## src/rtl/packet_pkg.sv

```systemverilog
// Shared port-mask types, FSM states and helpers for the switch output arbiter.
package packet_pkg;

  localparam int NUM_PORTS = 4;

  typedef logic [3:0] port_mask_t;
  typedef logic [1:0] port_idx_t;

  typedef enum logic [1:0] {
    ARB_IDLE,
    ARB_WAIT,
    ARB_GRANTED
  } arb_state_t;

  // An input never targets its own output; drop the self bit before latching.
  function automatic port_mask_t sanitize_mask(input port_mask_t m, input port_idx_t self);
    port_mask_t r;
    r       = m;
    r[self] = 1'b0;
    return r;
  endfunction

endpackage

```

## src/rtl/arb_rr_picker.sv

```systemverilog
// Greedy round-robin scan: grants every waiting input whose whole mask is free,
// claiming outputs as it goes so granted masks in one cycle are disjoint.
module arb_rr_picker
  import packet_pkg::*;
(
  input  logic       [NUM_PORTS-1:0] wait_vec,
  input  port_mask_t [NUM_PORTS-1:0] mask,
  input  port_mask_t                 busy,
  input  port_mask_t [NUM_PORTS-1:0] reserved,
  input  port_idx_t                  rr_ptr,
  output logic       [NUM_PORTS-1:0] grant_now
);

  port_mask_t claimed;
  port_idx_t  idx;

  always_comb begin
    grant_now = '0;
    claimed   = busy;
    idx       = rr_ptr;
    for (int k = 0; k < NUM_PORTS; k++) begin
      idx = rr_ptr + port_idx_t'(k);
      if (wait_vec[idx] && ((mask[idx] & (claimed | reserved[idx])) == '0)) begin
        grant_now[idx] = 1'b1;
        claimed        = claimed | mask[idx];
      end
    end
  end

endmodule

```

## src/rtl/switch_output_arbiter.sv

```systemverilog
// All-or-nothing output allocator for the 4-port switch with round-robin, starvation
// reservation and hold timeout. Define ARB_STATS_EN to add stats_clr/grant_cnt.
module switch_output_arbiter
  import packet_pkg::*;
#(
  parameter int STARVE_LIMIT = 16,
  parameter int MAX_HOLD     = 64
) (
  input  logic                       clk,
  input  logic                       rst_n,
  input  logic       [NUM_PORTS-1:0] req_valid,
  input  port_mask_t [NUM_PORTS-1:0] req_mask,
  input  logic       [NUM_PORTS-1:0] req_done,
  output logic       [NUM_PORTS-1:0] grant,
  output port_mask_t                 out_busy,
  output port_idx_t  [NUM_PORTS-1:0] out_owner,
  output logic       [NUM_PORTS-1:0] starve,
  output logic       [NUM_PORTS-1:0] timeout
`ifdef ARB_STATS_EN
  ,
  input  logic                       stats_clr,
  output logic [NUM_PORTS-1:0][15:0] grant_cnt
`endif
);

  localparam int WAIT_W = $clog2(STARVE_LIMIT + 1);
  localparam int HOLD_W = $clog2(MAX_HOLD + 1);

  arb_state_t                 state_q [NUM_PORTS];
  arb_state_t                 state_d [NUM_PORTS];
  port_mask_t [NUM_PORTS-1:0] mask_q, mask_d;
  logic       [WAIT_W-1:0]    wait_q  [NUM_PORTS];
  logic       [WAIT_W-1:0]    wait_d  [NUM_PORTS];
  logic       [HOLD_W-1:0]    hold_q  [NUM_PORTS];
  logic       [HOLD_W-1:0]    hold_d  [NUM_PORTS];
  logic       [NUM_PORTS-1:0] timeout_q, timeout_d;
  port_idx_t                  rr_q, rr_d;

  port_mask_t [NUM_PORTS-1:0] eff_mask;
  port_mask_t [NUM_PORTS-1:0] blocked;
  logic       [NUM_PORTS-1:0] waiting;
  logic       [NUM_PORTS-1:0] grant_now;
  logic                       reserve_any;
  port_idx_t                  reserve_idx;
  port_mask_t                 reserve_mask;
  port_idx_t                  scan_idx;

  always_comb begin
    for (int i = 0; i < NUM_PORTS; i++) begin
      eff_mask[i] = sanitize_mask(req_mask[i], port_idx_t'(i));
      waiting[i]  = (state_q[i] == ARB_WAIT);
      grant[i]    = (state_q[i] == ARB_GRANTED);
      starve[i]   = (wait_q[i] == WAIT_W'(STARVE_LIMIT));
    end
  end

  // Ownership is derived from registered state so an async reset drops it at once.
  always_comb begin
    out_busy  = '0;
    out_owner = '0;
    for (int i = 0; i < NUM_PORTS; i++) begin
      for (int o = 0; o < NUM_PORTS; o++) begin
        if (grant[i] && mask_q[i][o]) begin
          out_busy[o]  = 1'b1;
          out_owner[o] = port_idx_t'(i);
        end
      end
    end
  end

  // Lowest-index starved input fences its outputs off from everyone else.
  always_comb begin
    reserve_any = 1'b0;
    reserve_idx = '0;
    for (int i = NUM_PORTS - 1; i >= 0; i--) begin
      if (starve[i]) begin
        reserve_any = 1'b1;
        reserve_idx = port_idx_t'(i);
      end
    end
    reserve_mask = reserve_any ? mask_q[reserve_idx] : '0;
    for (int i = 0; i < NUM_PORTS; i++) begin
      blocked[i] = (reserve_any && (reserve_idx != port_idx_t'(i))) ? reserve_mask : '0;
    end
  end

  arb_rr_picker u_picker (
    .wait_vec  (waiting),
    .mask      (mask_q),
    .busy      (out_busy),
    .reserved  (blocked),
    .rr_ptr    (rr_q),
    .grant_now (grant_now)
  );

  always_comb begin
    rr_d     = rr_q;
    scan_idx = rr_q;
    for (int k = 0; k < NUM_PORTS; k++) begin
      scan_idx = rr_q + port_idx_t'(k);
      if (grant_now[scan_idx]) rr_d = scan_idx + port_idx_t'(1);
    end
  end

  always_comb begin
    mask_d    = mask_q;
    timeout_d = '0;
    for (int i = 0; i < NUM_PORTS; i++) begin
      state_d[i] = state_q[i];
      wait_d[i]  = wait_q[i];
      hold_d[i]  = hold_q[i];
      unique case (state_q[i])
        ARB_IDLE: begin
          if (req_valid[i] && (eff_mask[i] != '0)) begin
            state_d[i] = ARB_WAIT;
            mask_d[i]  = eff_mask[i];
            wait_d[i]  = '0;
          end
        end
        ARB_WAIT: begin
          if (grant_now[i]) begin
            state_d[i] = ARB_GRANTED;
            wait_d[i]  = '0;
            hold_d[i]  = '0;
          end else if (wait_q[i] != WAIT_W'(STARVE_LIMIT)) begin
            wait_d[i] = wait_q[i] + WAIT_W'(1);
          end
        end
        ARB_GRANTED: begin
          // A done on the final hold cycle is a normal release, not a timeout.
          if (req_done[i]) begin
            state_d[i] = ARB_IDLE;
            mask_d[i]  = '0;
            hold_d[i]  = '0;
          end else if (hold_q[i] == HOLD_W'(MAX_HOLD - 1)) begin
            state_d[i]   = ARB_IDLE;
            mask_d[i]    = '0;
            hold_d[i]    = '0;
            timeout_d[i] = 1'b1;
          end else begin
            hold_d[i] = hold_q[i] + HOLD_W'(1);
          end
        end
        default: begin
          state_d[i] = ARB_IDLE;
          mask_d[i]  = '0;
          wait_d[i]  = '0;
          hold_d[i]  = '0;
        end
      endcase
    end
  end

  always_ff @(posedge clk or negedge rst_n) begin
    if (!rst_n) begin
      for (int i = 0; i < NUM_PORTS; i++) begin
        state_q[i] <= ARB_IDLE;
        wait_q[i]  <= '0;
        hold_q[i]  <= '0;
      end
      mask_q    <= '0;
      timeout_q <= '0;
      rr_q      <= '0;
    end else begin
      for (int i = 0; i < NUM_PORTS; i++) begin
        state_q[i] <= state_d[i];
        wait_q[i]  <= wait_d[i];
        hold_q[i]  <= hold_d[i];
      end
      mask_q    <= mask_d;
      timeout_q <= timeout_d;
      rr_q      <= rr_d;
    end
  end

  assign timeout = timeout_q;

`ifdef ARB_STATS_EN
  logic [NUM_PORTS-1:0][15:0] grant_cnt_q, grant_cnt_d;

  always_comb begin
    grant_cnt_d = grant_cnt_q;
    if (stats_clr) begin
      grant_cnt_d = '0;
    end else begin
      for (int i = 0; i < NUM_PORTS; i++) begin
        if (grant_now[i] && (grant_cnt_q[i] != 16'hFFFF)) grant_cnt_d[i] = grant_cnt_q[i] + 16'd1;
      end
    end
  end

  always_ff @(posedge clk or negedge rst_n) begin
    if (!rst_n) grant_cnt_q <= '0;
    else        grant_cnt_q <= grant_cnt_d;
  end

  assign grant_cnt = grant_cnt_q;
`endif

endmodule

```

## config.mk

```make
export PLATFORM = sky130hd
export DESIGN_NAME = switch_output_arbiter
export DESIGN_NICKNAME = d
export VERILOG_FILES = /design/src/rtl/packet_pkg.sv /design/src/rtl/arb_rr_picker.sv /design/src/rtl/switch_output_arbiter.sv
export SDC_FILE = /design/constraint.sdc
export NUM_CORES = 1
export LEC_CHECK = 0
export CAP_MARGIN = 20
export CELL_PAD_IN_SITES_DETAIL_PLACEMENT = 1
export CELL_PAD_IN_SITES_GLOBAL_PLACEMENT = 1
export CORE_UTILIZATION = 26
export CTS_BUF_LIST = sky130_fd_sc_hd__clkbuf_8
export CTS_CLUSTER_DIAMETER = 150
export DETAILED_ROUTE_END_ITERATION = 16
export GPL_TIMING_DRIVEN = 0
export PLACE_DENSITY_LB_ADDON = 0.25
export SLEW_MARGIN = 20
export SYNTH_ARGS = -nofsm -noshare
export SYNTH_HDL_FRONTEND = slang
export SYNTH_SLANG_ARGS = --single-unit
export TNS_END_PERCENT = 1
```

## constraint.sdc

```tcl
create_clock -name clk -period 5 [get_ports clk]
set_clock_uncertainty 0.15 [all_clocks]
set_input_delay 1.5 -clock clk [delete_from_list [all_inputs] [get_ports clk]]
set_output_delay 1.5 -clock clk [all_outputs]
set_load 0.05 [all_outputs]
```

Word level (Yosys, flattened, before mapping)
Cells that the tools add are included.
{"block": "word_totals", "out_inout_bits": 24, "word_cells": 342, "register_bits": 78, "input_bits": 26}
{"block": "classes", "n_reduce_logical": 62, "muxes": 174, "n_addsub": 14, "n_lt_le_gt_ge": 9, "eq_ne": 39, "n_bitwise": 26}
{"cell": "two-way mux 4 bit", "count": 33}
{"cell": "two-way mux 7 bit", "count": 12}
{"cell": "one-hot mux 7 bit (3 select lines)", "count": 4}
{"cell": "binary-select mux 4 bit (select 2 bit)", "count": 9}
{"cell": "two-way mux 2 bit", "count": 32}
{"cell": "two-way mux 5 bit", "count": 12}
{"cell": "one-hot mux 5 bit (3 select lines)", "count": 4}
{"cell": "two-way mux 1 bit", "count": 48}
{"cell": "one-hot mux 4 bit (3 select lines)", "count": 4}
{"cell": "OR 4 bit", "count": 10}
{"cell": "AND reduction 3 bit", "count": 12}
{"cell": "logical AND 1 bit", "count": 32}
{"cell": "adder 7 x 1 -> 7 bit, second input constant", "count": 4}
{"cell": "== test 7 x 6 -> 1 bit, second input constant", "count": 4}
{"cell": "one-hot mux 2 bit (3 select lines)", "count": 4}
{"cell": "adder 5 x 1 -> 5 bit, second input constant", "count": 4}
{"cell": "== test 5 bit, second input constant", "count": 4}
{"cell": "!= test 2 bit, second input constant", "count": 10}
{"cell": "!= test 5 bit, second input constant", "count": 4}
{"cell": "nonzero test 4 bit", "count": 5}
{"cell": "AND 4 bit", "count": 4}
{"cell": "binary-select mux 1 bit (select 2 bit)", "count": 8}
{"cell": "logical NOT 4 bit", "count": 4}
{"cell": "< comparator 2 x 3 -> 1 bit, second input constant", "count": 5}
{"cell": "13 further kinds", "count": 52}

Longest topological paths before layout
Gate-level depths: netlist (run 1).
{"block": "logic_depth", "depth_word": 37, "ltp_mapped": 19, "mapped_depth_nobuf": 16}

Modules after synthesis
A second synthesis (run 1) with hierarchy kept.
{"block": "hier_totals", "hier_cells": 586, "area_unflattened_um2": 5620.4}
{"module": "switch_output_arbiter", "area_per_inst_um2": 4122.7, "seq_area_each_um2": 1851.8, "cells_each": 451, "n_inst": 1}
{"module": "arb_rr_picker", "area_per_inst_um2": 1497.7, "seq_area_each_um2": 0.0, "cells_each": 135, "n_inst": 1}

Worst setup path before layout (run 1)
No wires, ideal clock.
{"block": "synth_timing", "kind": "reg2reg", "from": "reg rr_q[0]", "to": "reg rr_q[0]", "setup_ns": 0.122, "arrival_ns": 4.932, "period_less_slack_ns": 5.203, "slack_ns": -0.203, "required_ns": 4.728, "stages_incl_launch_ff": 18, "n_path_buf": 4, "cell_sequence": "dfrtp_1 -> inv_1 -> buf_1 -> buf_1 -> ha_1 -> clkbuf_1 -> mux4_2 -> a221o_1 -> a41o_1 -> nor4b_4 -> a31oi_1 -> o221a_1 -> buf_6 -> a211o_1 -> nor3b_4 -> mux4_2 -> or3_1 -> a32o_1"}
{"block": "synth_between", "elab_chain_len": 27, "word_cells_on_any_way": 92, "classes_between": "add/sub: 6; order compare: 8; mux: 51; bitwise: 14; reduce/logical: 13"}
{"element": "start: declaration", "line_no": "switch_output_arbiter.sv:37", "rtl": "port_idx_t rr_q, rr_d;"}
{"element": "start signal: assignment", "line_no": "switch_output_arbiter.sv:172", "rtl": "rr_q <= rr_d;"}
{"element": "binary-select mux 4 bit (select 2 bit)", "line_no": "arb_rr_picker.sv:23", "rtl": "if (wait_vec[idx] && ((mask[idx] & (claimed | reserved[idx])) == '0)) begin"}
{"element": "two-way mux 4 bit (implied by the code)", "line_no": "arb_rr_picker.sv:23"}
{"element": "OR 4 bit", "line_no": "arb_rr_picker.sv:23"}
{"element": "AND 4 bit", "line_no": "arb_rr_picker.sv:23"}
{"element": "logical NOT 4 bit", "line_no": "arb_rr_picker.sv:23"}
{"element": "logical AND 1 bit", "line_no": "arb_rr_picker.sv:23"}
{"element": "two-way mux 4 bit", "line_no": "arb_rr_picker.sv:23"}
{"element": "OR 4 bit", "line_no": "arb_rr_picker.sv:23"}
{"element": "(+9 left out)"}
{"element": "OR 4 bit", "line_no": "arb_rr_picker.sv:23"}
{"element": "AND 4 bit", "line_no": "arb_rr_picker.sv:23"}
{"element": "logical NOT 4 bit", "line_no": "arb_rr_picker.sv:23"}
{"element": "logical AND 1 bit", "line_no": "arb_rr_picker.sv:23"}
{"element": "two-way mux 4 bit", "line_no": "arb_rr_picker.sv:23"}
{"element": "binary-select mux 1 bit (select 2 bit)", "line_no": "switch_output_arbiter.sv:101", "rtl": "if (grant_now[scan_idx]) rr_d = scan_idx + port_idx_t'(1);"}
{"element": "two-way mux 1 bit (implied by the code)", "line_no": "switch_output_arbiter.sv:101"}
{"element": "two-way mux 2 bit (3 in a row)", "line_no": "switch_output_arbiter.sv:101"}
Several ways; a longest one is shown, not always the timed one. The select of a mux whose other input is x is not followed.
A chain may end at the register's enable or synchronous reset.

Final worst setup path (run 1)
{"block": "layout_timing", "from": "reg rr_q[1]", "to": "reg rr_q[0]"}
The elaborated chain is that of the path after synthesis.

==> results.json, run 1 <==
{
  "syn_area_um2": 5850,
  "clock_sinks": 74,
  "finish.utilization_pct": 33.1,
  "critical_path_arrival_ns": 4.97,
  "synth_cell_types": 75,
  "cts_tree": "built",
  "numPortBuffers": 45,
  "antenna_found_initial": 0,
  "hold_viol": 0,
  "start_kind": "flop",
  "r2r-start": "rr_q[1]$_DFFE_PN0P_",
  "min_from": "hold_q[6]$_DFFE_PN0P_",
  "yosysTopAreaCellShare_pct": 31.7,
  "dr_total_vias": 5839,
  "fin_hold_ws_ns": 0.309,
  "min_period_ns": 4.86,
  "drt_iter0_drc": 339,
  "r2r-end": "rr_q[0]$_DFFE_PN0P_",
  "setup_viol": 0,
  "yosysTopAreaCell": "dfrtp_1",
  "die_h_um": 152,
  "final_cell_area_um2": 7270,
  "drc": 4,
  "post-route-period-util_pct": 97.2,
  "num_antenna_cells": 0,
  "synthFlopType": "dfrtp_1",
  "drive_gt1_share_pct": 15.0,
  "die-area_um2": 23100,
  "start_util_pct": 26.6,
  "tightest_slew_ns": 0.727,
  "drt_wl_total_um": 20600,
  "regArea_um2": 1850,
  "status": "complete, but fails checks",
  "grt_pass1_vias": 5908,
  "dr.pass1.iters": 11,
  "power_per_cell_area_nw_per_um2": 747,
  "cts_max_path_buffers": 2,
  "rsz0062_at_grt": "true",
  "cap_violations": 0,
  "vdd_drop_max_uv": 263,
  "reg2reg_slack_ns": 0.14,
  "hpwl_um": 15300,
  "ys_ff_latch": 74,
  "final_max_slew_viol_count": 0,
  "fp-row-count": 54,
  "finalWorstSetupSlack_ns": 0.141,
  "synth-edff-count": 0,
  "avgViaCountPerCell": 5.47,
  "syn_nets": 748,
  "antenna_left": 0,
  "clockRootBuffer": "clkbuf_8",
  "gp_congestion": 0.935,
  "power_leakage_nw": 3.14,
  "final_nets": 827,
  "placed_area_um2": 6680,
  "async_flop_share_pct": 100,
  "clock_latency_ns": 0.38,
  "grt_overflow": 0,
  "die_w_um": 152,
  "rr_worst_depth": 16,
  "clkTransAtPathRegs_ns": 0.09,
  "synth_warnings": 0,
  "cp_max_fo": 11,
  "syn_inst": 703,
  "grt_max_degree": 48,
  "grt_pass1_wl_um": 33300,
  "core_um2": 22000,
  "hp-class": "flop to flop",
  "violations": "DRC",
  "power_w": 0.00543,
  "whs_path_depth": 1,
  "whs_endpoint": "timeout[3]$_DFF_PN0_",
  "place_ws_ns": -1.15,
  "worstSetupPathType": "flop to flop",
  "cp.required_ns": 5.11,
  "routedWlPerCell_um": 19.3,
  "postSynthAreaPerCell_um2": 8.32,
  "grt_usage_pct": 18.1,
  "maxSlewHeadroom_pct": 51.0,
  "multi_input_area_um2": 3800,
  "design.portCount": 50,
  "yosysSeqAreaShare_pct": 31.7,
  "num-fill-cells": 2555,
  "synth_area_leaders": "dfrtp_1 32%, o21ai_0 6.9%, nand2_1 4.6%",
  "cts_made_buffers": 9,
  "fmax_ghz": 0.206,
  "end_kind": "flop",
  "htree_levels": 3,
  "syn_to_final_growth_pct": 24.3
}
-- synth_stat cells (all sizes together) (3+ instances only) --
| library cell | count |
|---|---|
| o31ai | 10 |
| a222oi | 4 |
| a22oi | 9 |
| nor2 | 55 |
| a32o | 3 |
| nand3b | 3 |
| a32oi | 5 |
| a211o | 5 |
| nor3b | 9 |
| a31oi | 10 |
| inv | 25 |
| mux2 | 4 |
| a221oi | 5 |
| mux2i | 16 |
| nand2b | 15 |
| mux4 | 6 |
| nand4 | 11 |
| a22o | 15 |
| xor2 | 5 |
| ha | 19 |
| and3 | 13 |
| o32ai | 3 |
| nand2 | 72 |
| o2bb2ai | 4 |
| o21a | 4 |
| o31a | 3 |
| a221o | 4 |
| a21oi | 45 |
| nand4bb | 4 |
| a211oi | 7 |
| clkbuf | 16 |
| nor2b | 23 |
| or2 | 3 |
| and2 | 8 |
| o211ai | 7 |
| buf | 25 |
| dfrtp | 74 |
| o21ai | 85 |
| a21o | 10 |
| nor3 | 11 |
| nand3 | 23 |
-- how the worst max path moves through the flow --
stage / startpoint / endpoint / cells past startpoint
floorplan: rr_q[0]$_DFFE_PN0P_ / rr_q[0]$_DFFE_PN0P_ / 17
global placement: rr_q[0]$_DFFE_PN0P_ / wait_q[10]$_DFFE_PN0P_ / 19
detailed placement: rr_q[0]$_DFFE_PN0P_ / wait_q[10]$_DFFE_PN0P_ / 19
CTS: rr_q[0]$_DFFE_PN0P_ / rr_q[0]$_DFFE_PN0P_ / 17
global route: wait_q[0]$_DFFE_PN0P_ / rr_q[0]$_DFFE_PN0P_ / 19
finish: rr_q[1]$_DFFE_PN0P_ / rr_q[0]$_DFFE_PN0P_ / 16
-- worst max-delay path, stage by stage, from the launching register on --
cell	delay (ns)
dfrtp_2	0.46
inv_2	0.28
ha_4	0.29
clkbuf_4	0.20
nor2_1	0.29
o2bb2ai_1	0.31
a221oi_1	0.15
o21bai_1	0.19
a211o_1	0.36
a31oi_1	0.19
o221a_1	0.27
buf_6	0.15
a21oi_4	0.09
a211o_1	0.44
o221a_2	0.32
or3_1	0.36
a32o_1	0.22
-- state kept, by name, summed over array words and instances (netlist names) --
register	flops
rr_q	2
state_q	8
wait_q	20
hold_q	28
mask_q	12
timeout	4
-- timing repair --
action	CTS	global route
cloned	0	1
hold buffers	0	0
buffers inserted	8	14
setup endpoints to repair	56	30
pin swaps	7	13
resized for setup	22	24
-- cell families after synthesis --
family	synth area share, %
compound gates	29.1
xor+xnor	0.898
simple gates	23.1
mux	5.82
buf+inv	5.35
fa+ha+maj	4.06
flops	31.7
-- cell type report --
type / instances / area share, %
clock inverter: 7 / 1.94
buffer: 40 / 3.41
sequential: 74 / 25.5
tap: 280 / 4.82
timing repair buffer: 69 / 8.88
multi-input combinational: 562 / 52.2
clock buffer: 9 / 1.70
inverter: 26 / 1.51
-- where the power goes --
group / internal (W) / switching [W] / leakage [nW] / total (W)
clock network: 0.000383 / 0.000257 / 0.135 / 0.000640
registers: 0.000733 / 0.000108 / 0.991 / 0.000841
logic: 0.00151 / 0.00244 / 2.01 / 0.00395
total: 0.00263 / 0.00281 / 3.14 / 0.00543
-- cells in the final DEF, fill, tap and decap left out, types with 5 or more instances in the layout --
cell / count
a31oi_1: 9
o211ai_1: 7
clkdlybuf4s50_1: 44
a21oi_1: 42
nor3_1: 9
nor2_1: 55
clkbuf_8: 9
nand2b_1: 15
nand3_1: 23
o21ai_0: 80
ha_1: 18
nand4_1: 11
clkbuf_2: 5
xor2_1: 5
nor2b_1: 21
buf_4: 30
and2_1: 7
dfrtp_1: 72
mux4_2: 6
a22oi_1: 9
nor3b_1: 7
inv_1: 21
a32oi_1: 5
o31ai_1: 8
a21o_1: 10
and3_1: 13
mux2i_1: 16
a22o_1: 15
a211oi_1: 5
nand2_1: 72
clkbuf_1: 11
buf_2: 12
-- through the flow --
stage / instances / TNS, ns
after floorplan: 703 / 0
after global placement: 1028 / -81.65
after detailed placement: 1029 / -30.24
after CTS: 1052 / 0
after global routing: 1067 / -0.208
final: 1067 / 0
-- per-layer routing --
metal  global-route usage [%]  wire length [um]
met2                     27.5              9020
met1                     25.5              9900
met4                     7.53               633
met5                        0                 0
met3                     3.02              1090
(Power assumes the default switching activity.)
==> run 2: changes to the inputs <==
GPL_TIMING_DRIVEN = 1   (was 0)
==> results.json, run 2 (same netlist as run 1, synthesis figures left out) <==
{
  "clockPowerShare_pct": 11.2,
  "cts_made_buffers": 9,
  "violations": "DRC",
  "cp_max_fo": 26,
  "cts_max_path_buffers": 2,
  "grt_overflow": 0,
  "power_leakage_nw": 3.11,
  "top_regs": "hold_q x28, wait_q x20, mask_q x12",
  "slowest_delay_ns": 0.52,
  "fmax_ghz": 0.207,
  "critical_path_arrival_ns": 4.94,
  "largest_register_ffs": 28,
  "hold_viol": 0,
  "switching_share_pct": 51.8,
  "post-route-period-util_pct": 96.7,
  "avgViaCountPerCell": 5.55,
  "grt_max_degree": 75,
  "final_nets": 819,
  "vdd_drop_max_uv": 287,
  "setup_viol": 0,
  "grt_usage_pct": 18.3,
  "final_cell_mix": "80 x o21ai_0, 74 x dfrtp_1, 72 x nand2_1",
  "drive_gt1_share_pct": 14.0,
  "clock_sinks": 74,
  "min_period_ns": 4.83,
  "die_w_um": 152,
  "end_kind": "flop",
  "tightest_slew_ns": 0.717,
  "worstSetupPathType": "flop to flop",
  "grt_pass1_wl_um": 33600,
  "maxSlewHeadroom_pct": 51.7,
  "power_per_cell_area_nw_per_um2": 740,
  "multi_input_area_um2": 3740,
  "power.switching_w": 0.00275,
  "design.portCount": 50,
  "num_antenna_cells": 0,
  "final_max_slew_viol_count": 0,
  "drc": 4,
  "dr_total_vias": 5874,
  "fin_cells": 1059,
  "dr.pass1.iters": 11,
  "cp.required_ns": 5.11,
  "finalWorstSetupSlack_ns": 0.166,
  "status": "complete, but fails checks",
  "hpwl_um": 15700,
  "antenna_left": 0,
  "pwr-share-seq_pct": 17.6,
  "clockRootBuffer": "clkbuf_8",
  "placedCellCount": 1038,
  "die_h_um": 152,
  "p_int_w": 0.00256,
  "hp-class": "flop to flop",
  "cap_violations": 0,
  "numPortBuffers": 45,
  "start_kind": "flop",
  "final_common_cell": "o21ai_0",
  "drt_wl_total_um": 20800,
  "antenna_found_initial": 0,
  "routedWlPerCell_um": 19.6,
  "regArea_um2": 1850,
  "num-fill-cells": 2583,
  "htree_levels": 3,
  "rsz0062_at_grt": "false",
  "syn_to_final_growth_pct": 22.6,
  "clkTransAtPathRegs_ns": 0.08,
  "largest-register": "hold_q",
  "place_ws_ns": -0.0873,
  "start_util_pct": 26.6,
  "p_comb_share_pct": 71.2,
  "core_um2": 22000,
  "drt_iter0_drc": 400,
  "cts_tree": "built",
  "path_cells": "buf_4 -> mux2_2 -> a22oi_1 -> buf_4 -> nor2_1 -> a31oi_1 -> o21ai_2 -> o31ai_1 -> a31oi_1 -> o221a_2 -> a211o_1 -> and2_1 -> mux4_2 -> or3_1 -> a32o_1",
  "clock_latency_ns": 0.37,
  "grt_pass1_vias": 6093,
  "cp_slowest_cell": "mux4_2",
  "die-area_um2": 23100,
  "fp-row-count": 54,
  "gp_congestion": 0.914
}
==> run 2: area by class of cell <==
| type | instances | area share (%) |
|---|---|---|
| multi-input combinational | 563 | 52.2 |
| sequential | 74 | 25.8 |
| timing repair buffer | 100 | 12.1 |
| tap | 280 | 4.89 |
| clock buffer | 10 | 1.92 |
| clock inverter | 6 | 1.57 |
| inverter | 26 | 1.47 |
==> run 2: critical path, delay by kind of cell (launching register included) <==
kind                   cells  cell delay (ns)
AO/OA/AOI/OAI              8             2.13
buffers and inverters      2             0.54
flip-flops                 1             0.37
multiplexers               2             0.90
AND/OR/NAND/NOR            3             0.62
==> run 2: what timing repair did <==
item	CTS	global route
pin swaps	0	4
endpoints found under the setup margin	1	22
cloned	0	1
hold buffers	0	0
gates resized for setup	1	11
buffers inserted	0	4
==> run 2: per-stage QoR <==
step | util (%) | TNS, ns | power (W) | area [um2] | hold WS, ns
4_1_cts | 32.2 | 0 | 0.00517 | 7070 | 0.308
3_5_place_dp | 31.1 | -0.0873 | 0.00454 | 6820 | 0.306
2_1_floorplan | - | 0 | 0.00326 | 5850 | 0.271
5_1_grt | 32.7 | 0 | 0.00567 | 7170 | 0.333
3_3_place_gp | 31.1 | 0 | 0.00444 | 6820 | 0.291
6_report | 32.7 | 0 | 0.00531 | 7170 | 0.313
==> run 2: final timing paths <==
check                                 startpoint  cells past startpoint  slack [ns]                     to
max                          rr_q[1]$_DFFE_PN0P_                     15        0.17    rr_q[0]$_DFFE_PN0P_
min                        hold_q[6]$_DFFE_PN0P_                      1        0.31   timeout[3]$_DFF_PN0_
max reg2reg                  rr_q[1]$_DFFE_PN0P_                     15        0.17    rr_q[0]$_DFFE_PN0P_
min reg2reg                hold_q[6]$_DFFE_PN0P_                      1        0.31   timeout[3]$_DFF_PN0_
max in group asynchronous                  rst_n                      1        3.18  mask_q[3]$_DFFE_PN0P_
min in group asynchronous                  rst_n                      1        0.99  hold_q[2]$_DFFE_PN0P_
==> run 2: metal layers <==
layer | track usage, % | part of all wire, %
met1 | 25.1 | 47
met2 | 29.3 | 47
met3 | 2.51 | 4.4
met4 | 7.00 | 2.5
met5 | 0 | 0
==> run 2: power groups by stage <==
stage               clock network [W]  logic (W)  registers [W]
floorplan                           0    0.00244       0.000822
global placement                    0    0.00350       0.000936
detailed placement                  0    0.00359       0.000948
CTS                          0.000614    0.00362       0.000936
global route                 0.000639    0.00407       0.000964
finish                       0.000592    0.00378       0.000936
